**src/rtl/pipeline_ctrl_pkg.sv**
```systemverilog
// Shared pipeline-control types: FSM state encoding and default parameter widths.
// Pure declarations; no latency and no backpressure.
package pipeline_ctrl_pkg;

    localparam int DEF_W  = 5;
    localparam int DEF_CW = 32;
    localparam int DEF_SW = 16;

    typedef enum logic [1:0] {
        ST_IDLE   = 2'd0,
        ST_RUN    = 2'd1,
        ST_STEP   = 2'd2,
        ST_HALTED = 2'd3
    } state_e;

    function automatic logic is_advance(input state_e s);
        return (s == ST_RUN) || (s == ST_STEP);
    endfunction

endpackage

```
**src/rtl/pipeline_ctrl_load_use_detect.sv**
```systemverilog
// Load-use hazard compare between ID/EX load destination and IF/ID sources; purely combinational.
// Latency: zero; no backpressure, the result is only meaningful while the pipeline advances.
module load_use_detect #(
    parameter int W = 5
) (
    input  logic         id_ex_memread_i,
    input  logic [W-1:0] id_ex_rt_i,
    input  logic [W-1:0] if_id_rs_i,
    input  logic [W-1:0] if_id_rt_i,
    output logic         hazard_o
);

    logic rt_nonzero;
    logic src_match;

    // r0 is hardwired to zero, so a load targeting it can never feed a consumer.
    assign rt_nonzero = (id_ex_rt_i != '0);
    assign src_match  = (id_ex_rt_i == if_id_rs_i) || (id_ex_rt_i == if_id_rt_i);
    assign hazard_o   = id_ex_memread_i && rt_nonzero && src_match;

endmodule

```
**src/rtl/pipeline_ctrl.sv**
```systemverilog
// Run/step/halt control FSM driving pipeline latch enables, load-use bubble insertion and counters.
// Latency: enables are zero-latency from registered state; stall freezes PC and IF/ID and bubbles ID/EX.
module pipeline_ctrl
    import pipeline_ctrl_pkg::*;
#(
    parameter int W  = DEF_W,
    parameter int CW = DEF_CW,
    parameter int SW = DEF_SW
) (
    input  logic          clk,
    input  logic          reset,
    input  logic          run_mode,
    input  logic          step_req,
    input  logic          halt_in,
    input  logic          id_ex_memread,
    input  logic [W-1:0]  id_ex_rt,
    input  logic [W-1:0]  if_id_rs,
    input  logic [W-1:0]  if_id_rt,
    output logic          pc_ena,
    output logic          if_id_ena,
    output logic          id_ex_ena,
    output logic          ex_mem_ena,
    output logic          mem_wb_ena,
    output logic          id_ex_flush,
    output logic [1:0]    state,
    output logic          halted,
    output logic [CW-1:0] cycle_count,
    output logic [SW-1:0] stall_count
);

    state_e        state_q, state_d;
    logic [CW-1:0] cycle_q, cycle_d;
    logic [SW-1:0] stall_q, stall_d;
    logic          hazard;
    logic          advance;

    load_use_detect #(.W(W)) u_lud (
        .id_ex_memread_i (id_ex_memread),
        .id_ex_rt_i      (id_ex_rt),
        .if_id_rs_i      (if_id_rs),
        .if_id_rt_i      (if_id_rt),
        .hazard_o        (hazard)
    );

    assign advance = is_advance(state_q);

    always_comb begin
        state_d = state_q;
        unique case (state_q)
            ST_IDLE: begin
                if (run_mode)      state_d = ST_RUN;
                else if (step_req) state_d = ST_STEP;
            end
            ST_RUN: begin
                if (halt_in)       state_d = ST_HALTED;
                else if (!run_mode) state_d = ST_IDLE;
            end
            ST_STEP: begin
                state_d = halt_in ? ST_HALTED : ST_IDLE;
            end
            ST_HALTED: state_d = ST_HALTED;
            default:   state_d = ST_IDLE;
        endcase
    end

    always_comb begin
        pc_ena      = 1'b0;
        if_id_ena   = 1'b0;
        id_ex_ena   = 1'b0;
        ex_mem_ena  = 1'b0;
        mem_wb_ena  = 1'b0;
        id_ex_flush = 1'b0;
        cycle_d     = cycle_q;
        stall_d     = stall_q;
        if (advance) begin
            // On a load-use hazard the front end holds while a bubble drains into EX.
            pc_ena      = !hazard;
            if_id_ena   = !hazard;
            id_ex_ena   = 1'b1;
            ex_mem_ena  = 1'b1;
            mem_wb_ena  = 1'b1;
            id_ex_flush = hazard;
            cycle_d     = cycle_q + CW'(1);
            if (hazard && (stall_q != {SW{1'b1}})) begin
                stall_d = stall_q + SW'(1);
            end
        end
    end

    always_ff @(posedge clk) begin
        if (reset) begin
            state_q <= ST_IDLE;
            cycle_q <= '0;
            stall_q <= '0;
        end else begin
            state_q <= state_d;
            cycle_q <= cycle_d;
            stall_q <= stall_d;
        end
    end

    assign state       = state_q;
    assign halted      = (state_q == ST_HALTED);
    assign cycle_count = cycle_q;
    assign stall_count = stall_q;

endmodule

```
**config.mk**
```make
export PLATFORM = sky130hd
export DESIGN_NAME = pipeline_ctrl
export DESIGN_NICKNAME = d
export VERILOG_FILES = /design/src/rtl/pipeline_ctrl_pkg.sv /design/src/rtl/pipeline_ctrl_load_use_detect.sv /design/src/rtl/pipeline_ctrl.sv
export SDC_FILE = /design/constraint.sdc
export NUM_CORES = 1
export LEC_CHECK = 0
export CAP_MARGIN = 20
export CORE_ASPECT_RATIO = 0.8
export CORE_UTILIZATION = 40
export CTS_CLUSTER_SIZE = 14
export DETAILED_ROUTE_END_ITERATION = 10
export PLACE_DENSITY = 0.75
export SETUP_SLACK_MARGIN = 0.05
export SKIP_LAST_GASP = 1
export SLEW_MARGIN = 10
export SYNTH_ARGS = -nofsm -noshare
export SYNTH_HDL_FRONTEND = slang
export SYNTH_SLANG_ARGS = --single-unit
```
**constraint.sdc**
```tcl
create_clock -name clk -period 2.05 [get_ports clk]
set_clock_uncertainty 0.1 [all_clocks]
set_input_delay 0.5125 -clock clk [delete_from_list [all_inputs] [get_ports clk]]
set_output_delay 0.5125 -clock clk [all_outputs]
set_load 0.02 [all_outputs]
```
==> metrics.txt <==
clk buf depth=2; simple-gate share of the synthesized area=30.7%; Max Slew Vio Count=0; status=finished, violations left; vias per cell=5.19; max cap viols=0; Top-Level Pins=78; WP buf/inv=2; Top FF cell, synth=dfxtp_1; Hold Path Depth=2; ant diodes=0; main combinational cell family by area after synthesis=simple AND/OR/NAND/NOR gates; failing checks=negative setup slack; DP HPWL=4770 um; number of global-route vias before repair=2332; Final WS setup=-227 ps; final core utilization=62.9%; clk_lat worst skew=300 ps; synthesized area=2650 sq um; Hold/Removal Path Class=reg2reg; yosys warns=0; Post-synth top cells=dfxtp_1 (50), nor2_1 (46), xor2_1 (35); Compound-Gate Fraction of Synth Area=7.64%; LEAKAGE=0.00196 uW; RSZ-0062 raised after global routing=true; global-route wire length before repair=10700 um; CP top delay family=simple AND/OR/NAND/NOR gates; Slowest cell on crit path=or4_4; Tightest Pin Transition=347 ps; post-synthesis adder-cell area fraction=2.83%; Total Routing Usage GR=19.1%; crit path cell chain=buf_8 -> or4_4 -> o21ai_4 -> nor2_4 -> and2_4 -> buf_6; worst r2r path cells=10; die footprint=6970 sq um; Synthesized Nets=331; Fin. Hold Viols=0; Synth Register Bits=50; Die H=74.9 um; First DRT Iteration DRCs=86; DR WL met3=224 um; fillers=564; crit end category=output pin; CTS tree=done; CTS HTree Levels=2; wire per inst=13.6 um; TNS Setup=-660 ps; maximum vdd ir drop=478 uV; layout cells sized above 1=23.5%; final setup fails=4; metal2 WL=3300 um; slew margin rel.=76.8%; count leader, synth=dfxtp_1; Site Rows=26; Root Buffer Master=clkbuf_8; Final Cycle Share=111%; CTS Sinks=50; slowest stage delay, CP=550 ps; sequential share of the synthesized area=37.7%; Worst Hold Path EP=stall_count[11]$_SDFFE_PP0P_; hold_ws=393 ps; Startpoint Class=input port; data required time at the worst endpoint=1440 ps; Crit Path Class=in2out; reg2reg end=cycle_count[25]$_SDFFE_PP0N_; Post-CTS Hold Buffers=0; CP arrival=1660 ps; DR vias=2559; die width=93.1 um; post-synthesis mux area share=3.49%; total grt overflow=0; syn_area_per_cell=8.73 sq um; Hold Path Origin=stall_count[11]$_SDFFE_PP0P_; Power Dens Cells=716 nW/um^2; fmax=0.439 GHz; Synth Area in XOR/XNOR=13.5%; Initial DRT Pass Iterations=4; initial core utilization=41.4%; synth top area cells=dfxtp_1 (38%), xor2_1 (12%), nor2_1 (6.5%), nand4_1 (4.0%), nand3_1 (3.4%); setup slack, reg-to-reg=10 ps; Core ar.=6410 sq um; met1 wire length=3150 um; Max FO, Critical Path=3; Cells after Synth=304; fin crit period=2280 ps; port bufs=77; GP Congestion=0.820; critical path depth in cells=6; largest area contributor in the netlist=dfxtp_1; top cell type's share of synthesized area=37.7%; Setup WS pre-CTS=-1070 ps; Num CTS Buffers=5; Post-synth EDFFs=0; drt drc=0; Antenna Nets Post-Route=0; fraction of registers with async set/reset=0%; Final #Nets=435; CTS clk-pin slew, worst paths=90 ps; DR top layer=met4; Routed WL=6680 um; Area growth, synth to finish=51.9%; largest net degree at the start of global routing=27; initial antenna violation count=0; Distinct cells, synth=50; RR Startpoint=state[0]$_SDFFE_PP0P_
## timing repair
| item | CTS | global route |
|---|---|---|
| endpoints found under the setup margin | 34 | 59 |
| gates resized for setup | 67 | 55 |
| pin swaps | 16 | 12 |
| setup buffers | 4 | 5 |
| gates cloned | 0 | 1 |
## power by group
group	total (uW)	switching (uW)	internal, uW
Sequential	1050	39.2	1010
Combinational	1030	526	507
Clock	800	317	483
## layout by cell type (no fill, tap or decap), drive strengths merged, types with 2 or more instances in the layout
cell type,count
o31ai,8
bufinv,2
clkdlybuf4s50,25
a21oi,12
mux2,4
and4,7
nand2,17
or2,2
buf,44
xnor2,6
and2,2
o21ai,2
dlygate4sd2,15
and3,6
dfxtp,50
or4,10
nor4,4
nand3,19
dlymetal6s2s,23
ha,6
inv,8
o21a,2
clkdlybuf4s15,2
mux2i,4
nand4,17
xor2,35
clkbuf,8
nor2,47
nor2b,5
nor3,6
## flip-flops by register name, indices dropped and copies added (netlist names)
name and flops:
cycle_count 32, stall_count 16, state 2
## per-layer routing
metal,track usage (%),up-vias
li1,-,1285
met3,2.73,2
met5,0,-
met2,33.3,53
met1,25.6,1219
met4,3.59,0
## worst max path at each step
stage	from	to	slack, ps
after floorplan	id_ex_rt[0]	pc_ena	-150
after global placement	id_ex_rt[0]	id_ex_flush	-1050
after detailed placement	id_ex_rt[3]	if_id_ena	-1070
after global routing	id_ex_rt[4]	id_ex_flush	-250
final	id_ex_rt[4]	id_ex_flush	-230
after CTS	id_ex_rt[4]	id_ex_flush	-210
## logic make-up after synthesis
family,Yosys count
xor+xnor,41
simple gates,146
compound gates,30
buf+inv,23
flops,50
fa+ha+maj,6
mux,8
## stage by stage
step	std cells	instance area, sq um	total power [uW]
6_report	493	4030	2880
5_1_grt	493	4030	3030
4_1_cts	487	3840	2840
3_5_place_dp	476	3690	2070
3_3_place_gp	476	3690	2050
2_1_floorplan	304	2720	1730
## tightest hold or removal path, cell delays in order, from the launching register on
cell,delay (ps)
dfxtp_1,340
inv_1,60
a21oi_1,50
## final cells by class
class	instances	area (sq um)	area share (%)
Clock buffer	5	68.8	1.71
Clock inverter	3	63.8	1.58
Inverter	8	35.0	0.869
Multi-Input combinational cell	231	1680	41.7
Sequential cell	50	1010	25.1
Tap cell	84	105	2.61
Timing Repair Buffer	112	1070	26.5
No activity file was read; power rests on OpenSTA's default activity.
